===== config.mk =====
export PLATFORM = sky130hd
export DESIGN_NAME = uart8_flat
export DESIGN_NICKNAME = d
export VERILOG_FILES = /design/src/rtl/uart8_pkg.sv /design/src/rtl/uart8_if.sv /design/src/rtl/uart8_baud.sv /design/src/rtl/uart8.sv /design/src/flat_wrapper.sv
export SDC_FILE = /design/constraint.sdc
export NUM_CORES = 1
export LEC_CHECK = 0
export ABC_AREA = 1
export BUFFER_PORTS_ARGS = -buffer_cell sky130_fd_sc_hd__buf_2
export CAP_MARGIN = 20
export CORE_MARGIN = 3
export CORE_UTILIZATION = 59
export CTS_BUF_LIST = sky130_fd_sc_hd__clkbuf_16
export DETAILED_ROUTE_END_ITERATION = 12
export PLACE_DENSITY = 0.91
export SLEW_MARGIN = 0
export SYNTH_ARGS = -nofsm -noshare
export SYNTH_HDL_FRONTEND = slang
export SYNTH_SLANG_ARGS = --single-unit

===== constraint.sdc =====
create_clock -name clk -period 2.6 [get_ports clk]
set_input_delay 0.26 -clock clk [delete_from_list [all_inputs] [get_ports clk]]
set_output_delay 0.26 -clock clk [all_outputs]
set_load 0.02 [all_outputs]

===== src/rtl/uart8_pkg.sv =====
// uart8_pkg: shared FSM state type, oversample ratio and clock divisor helper
package uart8_pkg;
  typedef enum logic [1:0] {IDLE, START, DATA, STOP} state_e;
  localparam int OVERSAMPLE = 16;
  function automatic int divisor(input int clock_rate, input int rate);
    return clock_rate / rate;
  endfunction
endpackage


===== src/rtl/uart8_if.sv =====
// uart8_if: serial lines plus rx/tx handshake signals of the uart8 block
interface uart8_if;
  logic       rxEn;
  logic       rxIn;
  logic       rxBusy;
  logic       rxDone;
  logic       rxErr;
  logic [7:0] rxOut;
  logic       txEn;
  logic       txStart;
  logic [7:0] txIn;
  logic       txBusy;
  logic       txDone;
  logic       txOut;
  modport slave (
    input  rxEn, rxIn, txEn, txStart, txIn,
    output rxBusy, rxDone, rxErr, rxOut, txBusy, txDone, txOut
  );
  modport master (
    output rxEn, rxIn, txEn, txStart, txIn,
    input  rxBusy, rxDone, rxErr, rxOut, txBusy, txDone, txOut
  );
endinterface


===== src/rtl/uart8_baud.sv =====
// baud_rate_generator: rx oversample tick and tx bit tick, each held at phase zero while its clear is high
module baud_rate_generator
  import uart8_pkg::*;
#(
  parameter int CLOCK_RATE = 12000000,
  parameter int BAUD_RATE  = 9600
) (
  input  logic clk,
  input  logic reset,
  input  logic rx_clr_i,
  input  logic tx_clr_i,
  output logic rx_tick_o,
  output logic tx_tick_o
);
  localparam int RX_DIV = divisor(CLOCK_RATE, OVERSAMPLE * BAUD_RATE);
  localparam int TX_DIV = divisor(CLOCK_RATE, BAUD_RATE);
  localparam int RXW = $clog2(RX_DIV + 1);
  localparam int TXW = $clog2(TX_DIV + 1);
  logic [RXW-1:0] rx_cnt_q, rx_cnt_d;
  logic [TXW-1:0] tx_cnt_q, tx_cnt_d;
  assign rx_tick_o = rx_cnt_q == RXW'(RX_DIV - 1);
  assign tx_tick_o = tx_cnt_q == TXW'(TX_DIV - 1);
  // next count: restart on clear or on reaching the divisor
  always_comb begin
    rx_cnt_d = (rx_clr_i || rx_tick_o) ? '0 : rx_cnt_q + 1'b1;
    tx_cnt_d = (tx_clr_i || tx_tick_o) ? '0 : tx_cnt_q + 1'b1;
  end
  // divider counters
  always_ff @(posedge clk) begin
    if (reset) begin
      rx_cnt_q <= '0;
      tx_cnt_q <= '0;
    end else begin
      rx_cnt_q <= rx_cnt_d;
      tx_cnt_q <= tx_cnt_d;
    end
  end
endmodule


===== src/rtl/uart8.sv =====
// uart8: 8N1 UART receiver; define UART8_TX_EN to compile in the transmitter
module uart8
  import uart8_pkg::*;
#(
  parameter int CLOCK_RATE = 12000000,
  parameter int BAUD_RATE  = 9600
) (
  input logic    clk,
  input logic    reset,
  uart8_if.slave bus
);
  state_e     rx_q, rx_d;
  logic [1:0] sync_q, sync_d;
  logic [3:0] tick_q, tick_d;
  logic [2:0] bit_q, bit_d;
  logic [7:0] shift_q, shift_d, out_q, out_d;
  logic       done_q, done_d, err_q, err_d;
  logic       rx_s, rx_tick, tx_tick, tx_clr;
  baud_rate_generator #(.CLOCK_RATE(CLOCK_RATE), .BAUD_RATE(BAUD_RATE)) u_baud (
    .clk      (clk),
    .reset    (reset),
    .rx_clr_i (rx_q == IDLE),
    .tx_clr_i (tx_clr),
    .rx_tick_o(rx_tick),
    .tx_tick_o(tx_tick)
  );
  assign rx_s       = sync_q[1];
  assign bus.rxBusy = rx_q != IDLE;
  assign bus.rxDone = done_q;
  assign bus.rxErr  = err_q;
  assign bus.rxOut  = out_q;
  // rx state and data registers; synchronizer resets to idle-high
  always_ff @(posedge clk) begin
    if (reset) begin
      sync_q  <= 2'b11;
      rx_q    <= IDLE;
      tick_q  <= '0;
      bit_q   <= '0;
      shift_q <= '0;
      out_q   <= '0;
      done_q  <= 1'b0;
      err_q   <= 1'b0;
    end else begin
      sync_q  <= sync_d;
      rx_q    <= rx_d;
      tick_q  <= tick_d;
      bit_q   <= bit_d;
      shift_q <= shift_d;
      out_q   <= out_d;
      done_q  <= done_d;
      err_q   <= err_d;
    end
  end
  // rx next state: mid-start check at 8 ticks, then one sample every 16 ticks
  always_comb begin
    sync_d  = {sync_q[0], bus.rxIn};
    rx_d    = rx_q;
    tick_d  = rx_tick ? tick_q + 4'd1 : tick_q;
    bit_d   = bit_q;
    shift_d = shift_q;
    out_d   = out_q;
    done_d  = 1'b0;
    err_d   = 1'b0;
    if (!bus.rxEn) rx_d = IDLE;
    else case (rx_q)
      IDLE: begin
        tick_d = '0;
        bit_d  = '0;
        rx_d   = rx_s ? IDLE : START;
      end
      START: if (rx_tick && tick_q == 4'd7) begin
        rx_d   = rx_s ? IDLE : DATA;
        tick_d = '0;
      end
      DATA: if (rx_tick && tick_q == 4'd15) begin
        shift_d = {rx_s, shift_q[7:1]};
        bit_d   = bit_q + 3'd1;
        rx_d    = bit_q == 3'd7 ? STOP : DATA;
      end
      STOP: if (rx_tick && tick_q == 4'd15) begin
        rx_d   = IDLE;
        out_d  = rx_s ? shift_q : out_q;
        done_d = rx_s;
        err_d  = !rx_s;
      end
      default: rx_d = IDLE;
    endcase
  end
`ifdef UART8_TX_EN
  state_e     tx_q, tx_d;
  logic [7:0] txsh_q, txsh_d;
  logic [2:0] txbit_q, txbit_d;
  logic       txdone_q, txdone_d, txout_q, txout_d;
  assign tx_clr     = tx_q == IDLE;
  assign bus.txBusy = tx_q != IDLE;
  assign bus.txDone = txdone_q;
  assign bus.txOut  = txout_q;
  // tx state and data registers; line output registered to stay glitch-free
  always_ff @(posedge clk) begin
    if (reset) begin
      tx_q     <= IDLE;
      txsh_q   <= '0;
      txbit_q  <= '0;
      txdone_q <= 1'b0;
      txout_q  <= 1'b1;
    end else begin
      tx_q     <= tx_d;
      txsh_q   <= txsh_d;
      txbit_q  <= txbit_d;
      txdone_q <= txdone_d;
      txout_q  <= txout_d;
    end
  end
  // tx next state: one bit per tx tick, txStart only honoured from IDLE
  always_comb begin
    tx_d     = tx_q;
    txsh_d   = txsh_q;
    txbit_d  = txbit_q;
    txdone_d = 1'b0;
    case (tx_q)
      IDLE: if (bus.txEn && bus.txStart) begin
        tx_d    = START;
        txsh_d  = bus.txIn;
        txbit_d = '0;
      end
      START: tx_d = tx_tick ? DATA : START;
      DATA: if (tx_tick) begin
        txsh_d  = txsh_q >> 1;
        txbit_d = txbit_q + 3'd1;
        tx_d    = txbit_q == 3'd7 ? STOP : DATA;
      end
      STOP: if (tx_tick) begin
        tx_d     = IDLE;
        txdone_d = 1'b1;
      end
      default: tx_d = IDLE;
    endcase
    txout_d = tx_d == START ? 1'b0 : tx_d == DATA ? txsh_d[0] : 1'b1;
  end
`else
  logic unused_tx;
  assign tx_clr     = 1'b1;
  assign bus.txBusy = 1'b0;
  assign bus.txDone = 1'b0;
  assign bus.txOut  = 1'b1;
  assign unused_tx  = &{1'b0, tx_tick, bus.txEn, bus.txStart, bus.txIn};
`endif
endmodule


===== src/flat_wrapper.sv =====
// flat-port wrapper written by rule: the top's interface ports become plain ports
module uart8_flat import uart8_pkg::*;
#(
  parameter int CLOCK_RATE = 12000000,
  parameter int BAUD_RATE  = 9600
)
  (clk, reset, bus_rxEn, bus_rxIn, bus_txEn, bus_txStart, bus_txIn, bus_rxBusy, bus_rxDone, bus_rxErr, bus_rxOut, bus_txBusy, bus_txDone, bus_txOut);
  uart8_if bus_i ();
  input logic clk;
  input logic reset;
  input wire logic [$bits(bus_i.rxEn)-1:0] bus_rxEn;
  input wire logic [$bits(bus_i.rxIn)-1:0] bus_rxIn;
  input wire logic [$bits(bus_i.txEn)-1:0] bus_txEn;
  input wire logic [$bits(bus_i.txStart)-1:0] bus_txStart;
  input wire logic [$bits(bus_i.txIn)-1:0] bus_txIn;
  output wire logic [$bits(bus_i.rxBusy)-1:0] bus_rxBusy;
  output wire logic [$bits(bus_i.rxDone)-1:0] bus_rxDone;
  output wire logic [$bits(bus_i.rxErr)-1:0] bus_rxErr;
  output wire logic [$bits(bus_i.rxOut)-1:0] bus_rxOut;
  output wire logic [$bits(bus_i.txBusy)-1:0] bus_txBusy;
  output wire logic [$bits(bus_i.txDone)-1:0] bus_txDone;
  output wire logic [$bits(bus_i.txOut)-1:0] bus_txOut;
  assign bus_i.rxEn = bus_rxEn;
  assign bus_i.rxIn = bus_rxIn;
  assign bus_i.txEn = bus_txEn;
  assign bus_i.txStart = bus_txStart;
  assign bus_i.txIn = bus_txIn;
  assign bus_rxBusy = bus_i.rxBusy;
  assign bus_rxDone = bus_i.rxDone;
  assign bus_rxErr = bus_i.rxErr;
  assign bus_rxOut = bus_i.rxOut;
  assign bus_txBusy = bus_i.txBusy;
  assign bus_txDone = bus_i.txDone;
  assign bus_txOut = bus_i.txOut;
  uart8 #(.CLOCK_RATE(CLOCK_RATE), .BAUD_RATE(BAUD_RATE)) u_core (.clk(clk), .reset(reset), .bus(bus_i));
endmodule

# == After elaboration in Yosys (flattened, before gate mapping) ==
# Index checks and enable logic that the tools add are counted.
# word_totals
out_inout_bits,14
in_bits,14
word_cells,52
reg_bits,36
# classes
reduce_logical,14
eq_ne,10
add_sub_neg,3
n_bitwise,3
muxes,13
# op_table
op,count
$mux 4,3
$reduce_and 3->1,3
$mux 2,4
$pmux 2 s4,1
$pmux 4 s2,1
$add 7x1->7 const B,1
$eq 7x7->1 const B,1
$ne 2x1->1 const B,3
$pmux 3 s2,1
$add 4x1->4 const B,1
$eq 2x2->1 const B,2
$eq 4x3->1 const B,1
$eq 4x4->1 const B,1
$reduce_and 4->1,1
$reduce_bool 2->1,2
$reduce_or 2->1,2
$reduce_or 4->1,1
$add 3x1->3 const B,1
$eq 3x3->1 const B,1
$mux 3,1
$not 1->1,3
$eq 2x1->1 const B,1
$logic_and 1x1->1,2
$logic_not 2->1,1
other kinds (3),4

# == Longest topological paths before layout ==
# Gate-level depths: netlist of the first run.
# logic_depth
ltp_word,5
ltp_mapped,11
mapped_depth_nobuf,11

# == Modules after synthesis ==
# From an unflattened synthesis of the first run, not the netlist that was laid out.
# unflattened
cells_unflattened,281
area_unflattened_um2,2168.3
# modules_own_cells
module,n_inst,cells_per_inst,area_each_um2,seq_area_each_um2
uart8,1,166,1297.5,580.6
baud_rate_generator,1,115,870.8,360.3

# == Worst setup path before layout of the first run ==
# OpenSTA, ideal clock, no wires.
# synth_timing
path_kind,reg-to-reg
startpoint,reg u_core.u_baud.rx_cnt_q[0]
endpoint,reg u_core.tick_q[1]
path_slack_ps,1193
arrival_ps,1292
path_buffers,0
path_stages_with_launch,11
synth_period_minus_slack_ps,1407
setup_ps,116
required_ps,2484
path_cell_list,dfxtp_1 -> ha_1 -> nand2_1 -> inv_1 -> nand3_4 -> nor2_1 -> nand2_1 -> nand2_1 -> nand2_1 -> nand2_1 -> nor2_1
# synth_via
elab_chain_cells,5
word_cells_on_any_way,6
cone_classes,eq/ne: 1; mux: 4; reduce/logical: 1
# synth_lines
element,line_no,rtl
from (decl),uart8_baud.sv:19,"logic [RXW-1:0] rx_cnt_q, rx_cnt_d;"
from (signal assigned),uart8_baud.sv:34,rx_cnt_q <= rx_cnt_d;
$eq 7x7->1 (*),uart8_baud.sv:21,assign rx_tick_o = rx_cnt_q == RXW'(RX_DIV - 1);
$mux 4 / $logic_and 1x1->1 (equally long branches),"uart8.sv:58, uart8.sv:71",
$mux 4,uart8.sv:71,START: if (rx_tick && tick_q == 4'd7) begin
$pmux 4 s2,uart8.sv:65,else case (rx_q)
$mux 4 (*),uart8.sv:64,if (!bus.rxEn) rx_d = IDLE;
to (signal assigned),uart8.sv:46,tick_q <= tick_d;
to (decl),uart8.sv:14,"logic [3:0] tick_q, tick_d;"
# Every way passes the cells marked *; elsewhere a longest branch is shown, timed or not.
# A chain may end at the register's enable or synchronous reset.

# == Final worst setup path of the first run ==
# layout_timing
startpoint,reg u_core.u_baud.rx_cnt_q[0]
endpoint,reg u_core.tick_q[0]
# Same word-level chain as after synthesis.

==> results of run 1 <==
-- worst reg2reg max path, stage by stage, from the launching register on --
cell     delay, ns
dfxtp_1       0.39
ha_1          0.21
nand2_1       0.06
inv_1         0.09
nand3_4       0.13
nor2_1        0.26
nand2_1       0.09
nand2_1       0.12
nand2_1       0.06
nand2_1       0.12
nor2_1        0.06
-- cells in the final DEF, fill, tap and decap left out, types with 3 or more instances in the layout --
master,n
or2_2,4
nor2_2,3
ha_1,5
clkbuf_16,5
nor2_1,19
buf_2,14
conb_1,3
a21oi_1,24
nor3_1,3
inv_1,21
nand4_1,11
nor4_1,3
dfxtp_1,36
nand3_1,15
nand2_1,45
-- flip-flops by register name, summed over array words and instances (netlist names), named ones only --
| name | flops |
|---|---|
| u_core.shift_q | 8 |
| u_core.sync_q | 2 |
| u_core.tick_q | 4 |
| u_core.bus.rxDone | 1 |
| u_core.u_baud.rx_cnt_q | 7 |
| u_core.bus.rxErr | 1 |
| u_core.bus.rxOut | 8 |
| u_core.rx_q | 1 |
| u_core.bit_q | 3 |
-- layer usage --
metal | global-route usage, % | up-vias | part of all wire, %
li1 | - | 726 | -
met3 | 5.263 | 10 | 6.5
met1 | 26.81 | 636 | 45
met2 | 30.62 | 49 | 46
met5 | 0 | - | 0
met4 | 11.26 | 0 | 2.3
-- cell usage after synthesis (2+ instances only) --
master    number  area, µm²
nor2_1        19      71.32
nor3_1         3      15.01
conb_1         2      7.510
nand4_1       11      68.82
nand3_1       15      75.07
or2_2          4      25.02
nand2_1       45      168.9
inv_1         21      78.83
dfxtp_1       36      720.7
nor4_1         3      18.77
o21ai_0        2      10.01
clkbuf_1       3      11.26
nor2_2         3      18.77
buf_4          3      22.52
a21oi_1       24      120.1
ha_1           5      62.56
xor2_1         2      17.52
-- worst min-delay path by stage --
stage / slack (ns) / cells after the start / to / start
2_1_floorplan: 0.36 / 1 / u_core.sync_q[0]$_SDFF_PP1_ / bus_rxIn
3_3_place_gp: 0.39 / 1 / u_core.sync_q[1]$_SDFF_PP1_ / u_core.sync_q[0]$_SDFF_PP1_
3_5_place_dp: 0.40 / 1 / u_core.sync_q[1]$_SDFF_PP1_ / u_core.sync_q[0]$_SDFF_PP1_
4_1_cts: 0.16 / 2 / u_core.sync_q[0]$_SDFF_PP1_ / bus_rxIn
5_1_grt: 0.17 / 2 / u_core.sync_q[0]$_SDFF_PP1_ / bus_rxIn
6_report: 0.16 / 2 / u_core.sync_q[0]$_SDFF_PP1_ / bus_rxIn
-- stage by stage --
step           std cells  util [%]  setup WS, ns  power [W]
2_1_floorplan        214         -         1.193  0.0005919
3_3_place_gp         250     66.32        0.9948  0.0005949
3_5_place_dp         250     66.32        0.9197  0.0005953
4_1_cts              258     71.93        0.9175   0.001160
5_1_grt              258     71.93        0.7595   0.001187
6_report             258     71.93        0.9074   0.001152
-- kinds of logic (layout without fill, tap and decap cells) --
logic type / count (synthesis) / after routing
compound gates: 28 / 28
xor+xnor: 3 / 3
fa+ha+maj: 5 / 5
buf+inv: 30 / 44
flops: 36 / 36
mux: 1 / 1
other cells: 2 / 3
simple gates: 108 / 108
-- final cells by class --
type	count	area share (%)
clock buffers	5	6.835
inverters	22	4.511
repair buffers	14	3.828
flip-flops and latches	36	39.37
multi-input cells	148	42.45
well taps	30	2.051
clock inverters	3	0.9569
-- report_power, final --
part	switching (W)	internal, W	total, W
Clock	0.000215	0.000352	0.000567
Sequential	0.00000338	0.000554	0.000558
Combinational	0.0000210	0.00000659	0.0000276
==> metrics.txt, run 1 <==
ANT cells=0; max-slew violation count=0; average wire per standard cell=11.99 µm; Multi-input gate area=777.0 µm²; routed via count=1421; total track usage=20.47%; CTS HTree Levels=2; post-synthesis cell area=1627 µm²; clk sinks=36; Post-Synth XOR/XNOR Area=1.615%; Die X=58.51 µm; register area share after synthesis=44.31%; Most common cell on crit path=nand2_1; Post-CTS Hold Fix Bufs=0; yosys warns=0; CP Data Required Time=2.76 ns; Fillers=204; Worst Path Max Fanout=6; Starting Density=63.91%; CP max stage delay=0.39 ns; TNS Setup=0 ns; drt drc=0; initial drt markers=81; Hold WC Path Type=in -> reg; Synth Area in Adders=3.846%; Nets=246; core area=2545 µm²; Largest delay share family, worst path=simple AND/OR/NAND/NOR gates; largest net degree at the start of global routing=23; final hold violations=0; largest family of logic cells by synthesized area=simple AND/OR/NAND/NOR gates; FF-to-FF path depth=10; final setup fails=0; io pins=28; grt ovf=0; initial antenna violation count=0; sequential cell area=720.7 µm²; simple-gate share of the synthesized area=32.15%; port bufs=14; worst path arrival time=1.86 ns; drt pass-1 iters=4; Placement Cell Area=1688 µm²; mux share of post-synthesis cell area=0.6154%; Async SR Flop Fraction=0%; number of global-route vias before repair=1187; Worst-path clk slew=0.05 ns; Most used DFF post-synth=dfxtp_1; reg-to-reg startpoint=u_core.u_baud.rx_cnt_q[0]$_SDFF_PP0_; DRT Wirelength=3.094 mm; post-synthesis compound-gate area fraction=8.846%; reg-to-reg endpoint=u_core.tick_q[0]$_SDFF_PP0_; post-route design area=1831 µm²; EDFF count, synth=0; Worst-Skew Late Latency=0.28 ns; routability-driven placement congestion ratio=0.7811; Buf/Inv on CP=1; Fin Hold WS=0.1640 ns; remaining antenna violation count=0; Clock Path Buffers=2; CP Launch Type=flop; worst setup path category=reg -> reg; unrepaired setup endpoints after global routing=false; Post-Synthesis Cells=213; CTS tree=done; root buf cell=clkbuf_16; clock skew=0.003127 ns; worst reg2reg setup slack=0.91 ns; WP depth=10; worst path cell trace=ha_1 > nand2_1 > inv_1 > nand3_4 > nor2_1 > nand2_1 > nand2_1 > nand2_1 > nand2_1 > nor2_1; first-pass GRT wire length=5.278 mm; P_leak=0.7645 nW; total CTS buffers=5; share of layout cells above drive strength 1=14.47%; Critical Path Source=u_core.u_baud.rx_cnt_q[0]$_SDFF_PP0_; area grow syn2layout=12.54%; min cycle time layout=1.693 ns; post-synth cell types=29; CP endpoint kind=flop; pwr dens=629.4 nW/µm²; Die Ht=58.51 µm; PostCTS Resize Cnt=0; max-cap check violation count=0; Seq cells post-synth=36; post-CTS setup buffers=0; Max stage delay cell, worst path=dfxtp_1; status=completed; critical path capture point=u_core.tick_q[0]$_SDFF_PP0_; DPL Wire Length=1.987 mm; row count=18; Die ar.=3423 µm²; syn_area_per_cell=7.636 µm²; Fmax=590.8 MHz; Worst VDD drop=0.0007200 V; Final period util=65.10%; vias per std cell=5.508
Note: power is estimated with default switching activity, not from simulation.
==> inputs of run 2 (changes only) <==
--- a/config.mk
+++ b/config.mk
@@ -9,10 +9,10 @@
 export BUFFER_PORTS_ARGS = -buffer_cell sky130_fd_sc_hd__buf_2
 export CAP_MARGIN = 20
 export CORE_MARGIN = 3
-export CORE_UTILIZATION = 59
+export CORE_UTILIZATION = 54
 export CTS_BUF_LIST = sky130_fd_sc_hd__clkbuf_16
 export DETAILED_ROUTE_END_ITERATION = 12
-export PLACE_DENSITY = 0.91
+export PLACE_DENSITY = 0.85
 export SLEW_MARGIN = 0
 export SYNTH_ARGS = -nofsm -noshare
 export SYNTH_HDL_FRONTEND = slang
==> constraint.sdc (replaced) <==
create_clock -name clk -period 1.7 [get_ports clk]
set_input_delay 0.17 -clock clk [delete_from_list [all_inputs] [get_ports clk]]
set_output_delay 0.17 -clock clk [all_outputs]
set_load 0.02 [all_outputs]
==> run 2 against run 1 <==
Effect of this change: sequential power up 53%; worst hold slack got worse by 0.094 ns; worst setup slack worse by 0.74 ns; highest routed layer unchanged.
==> metrics.txt, run 2 (synthesis results as in run 1) <==
Post-CTS Hold Fix Bufs=0; share of layout cells above drive strength 1=17.95%; Die ar.=3707 µm²; commonest non-fill, non-tap cell in the layout=nand2_1; HP Start=bus_rxIn; Worst Path Max Fanout=7; clock skew=0.003048 ns; DP Worst Slack=0.1272 ns; reg-to-reg startpoint=u_core.u_baud.rx_cnt_q[1]$_SDFF_PP0_; Worst VDD drop=0.0006205 V; largest net degree at the start of global routing=22; initial drt markers=105; final setup fails=0; CTS HTree Levels=2; vias per std cell=5.483; max-cap check violation count=0; worst setup margin=0.1723 ns; final hold violations=0; Critical Path Source=u_core.u_baud.rx_cnt_q[1]$_SDFF_PP0_; worst path arrival time=1.74 ns; initial antenna violation count=0; Clock Path Buffers=2; pwr dens=1003 nW/µm²; Nets=252; core area=2805 µm²; number of global-route vias before repair=1240; Starting Density=57.98%; max-slew violation count=0; DRT Wirelength=3.310 mm; worst setup path category=reg -> reg; CTS tree=done; CP Launch Type=flop; status=completed; DPL Wire Length=2.247 mm; unrepaired setup endpoints after global routing=false; TNS Setup=0 ns; Die Ht=60.89 µm; min cycle time layout=1.528 ns; ANT cells=0; remaining antenna violation count=0; drt drc=0; row count=19; first-pass GRT wire length=5.161 mm; Final period util=89.87%; area grow syn2layout=17.46%; root buf cell=clkbuf_16; total track usage=18.83%; Fmax=654.6 MHz; grt ovf=0; routability-driven placement congestion ratio=0.7406; clk sinks=36; Worst-Skew Late Latency=0.28 ns; CP Data Required Time=1.91 ns; drt pass-1 iters=4; CP endpoint kind=flop; Hold WC Path Type=in -> reg; port bufs=14; io pins=28; total CTS buffers=5; Worst-path clk slew=0.05 ns; worst reg2reg setup slack=0.17 ns; P_leak=0.8104 nW; Die X=60.89 µm; most frequent cells in the layout=nand2_1, dfxtp_1, a21oi_1, inv_1, nor2_1; post-CTS setup buffers=0; routed via count=1453; average wire per standard cell=12.49 µm
## run 2: report_power, final
part	total [W]	switching [W]	internal [W]	leakage, nW
clock	0.00102	0.000335	0.000683	0.0850
combinational	0.0000476	0.0000344	0.0000132	0.435
sequential	0.000851	0.00000345	0.000847	0.290
total	0.00192	0.000372	0.00154	0.810
## run 2: metal layers
layer	part of all wire [%]	GRT usage (%)	up-vias
met5	0	0	-
met4	1.1	7.430	0
met3	5.6	6.809	5
met2	48	30.53	38
met1	45	22.70	673
li1	-	-	737
## run 2: layout make-up
type / count / area [µm²]
timing repair buffer: 20 / 115.1
tap: 31 / 38.79
sequential: 36 / 720.7
inverter: 22 / 82.58
clock inverter: 3 / 38.79
clock buffer: 5 / 125.1
multi-input combinational: 148 / 789.5
fill: 240 / 894.6
## run 2: path summary, 6_finish.rpt
check	end	cells after the start
setup / recovery	u_core.u_baud.rx_cnt_q[6]$_SDFF_PP0_	8
hold / removal	u_core.sync_q[0]$_SDFF_PP1_	2
setup reg to reg	u_core.u_baud.rx_cnt_q[6]$_SDFF_PP0_	8
hold reg to reg	u_core.sync_q[1]$_SDFF_PP1_	1
## run 2: stage by stage
step | total power (W) | hold slack [ns] | area, µm² | utilization (%) | instances
after floorplan | 0.0009052 | 0.2738 | 1630 | - | 214
after global placement | 0.0009140 | 0.3539 | 1734 | 61.82 | 257
after detailed placement | 0.0009151 | 0.3560 | 1734 | 61.82 | 257
after CTS | 0.001931 | 0.06440 | 1898 | 67.66 | 265
after global routing | 0.001968 | 0.07581 | 1911 | 68.11 | 265
final | 0.001916 | 0.07006 | 1911 | 68.11 | 265
## run 2: critical path, stage by stage (launching register included)
cell      delay [ns]
dfxtp_1         0.36
inv_1           0.05
ha_1            0.19
nand2_1         0.07
inv_1           0.06
nand3_4         0.13
nand3_1         0.25
o21bai_1        0.24
a21oi_1         0.11
## run 2: repair_timing
item,4_1_cts,5_1_grt
gates resized for setup,0,4
endpoints found under the setup margin,0,5
hold endpoints to repair,0,0
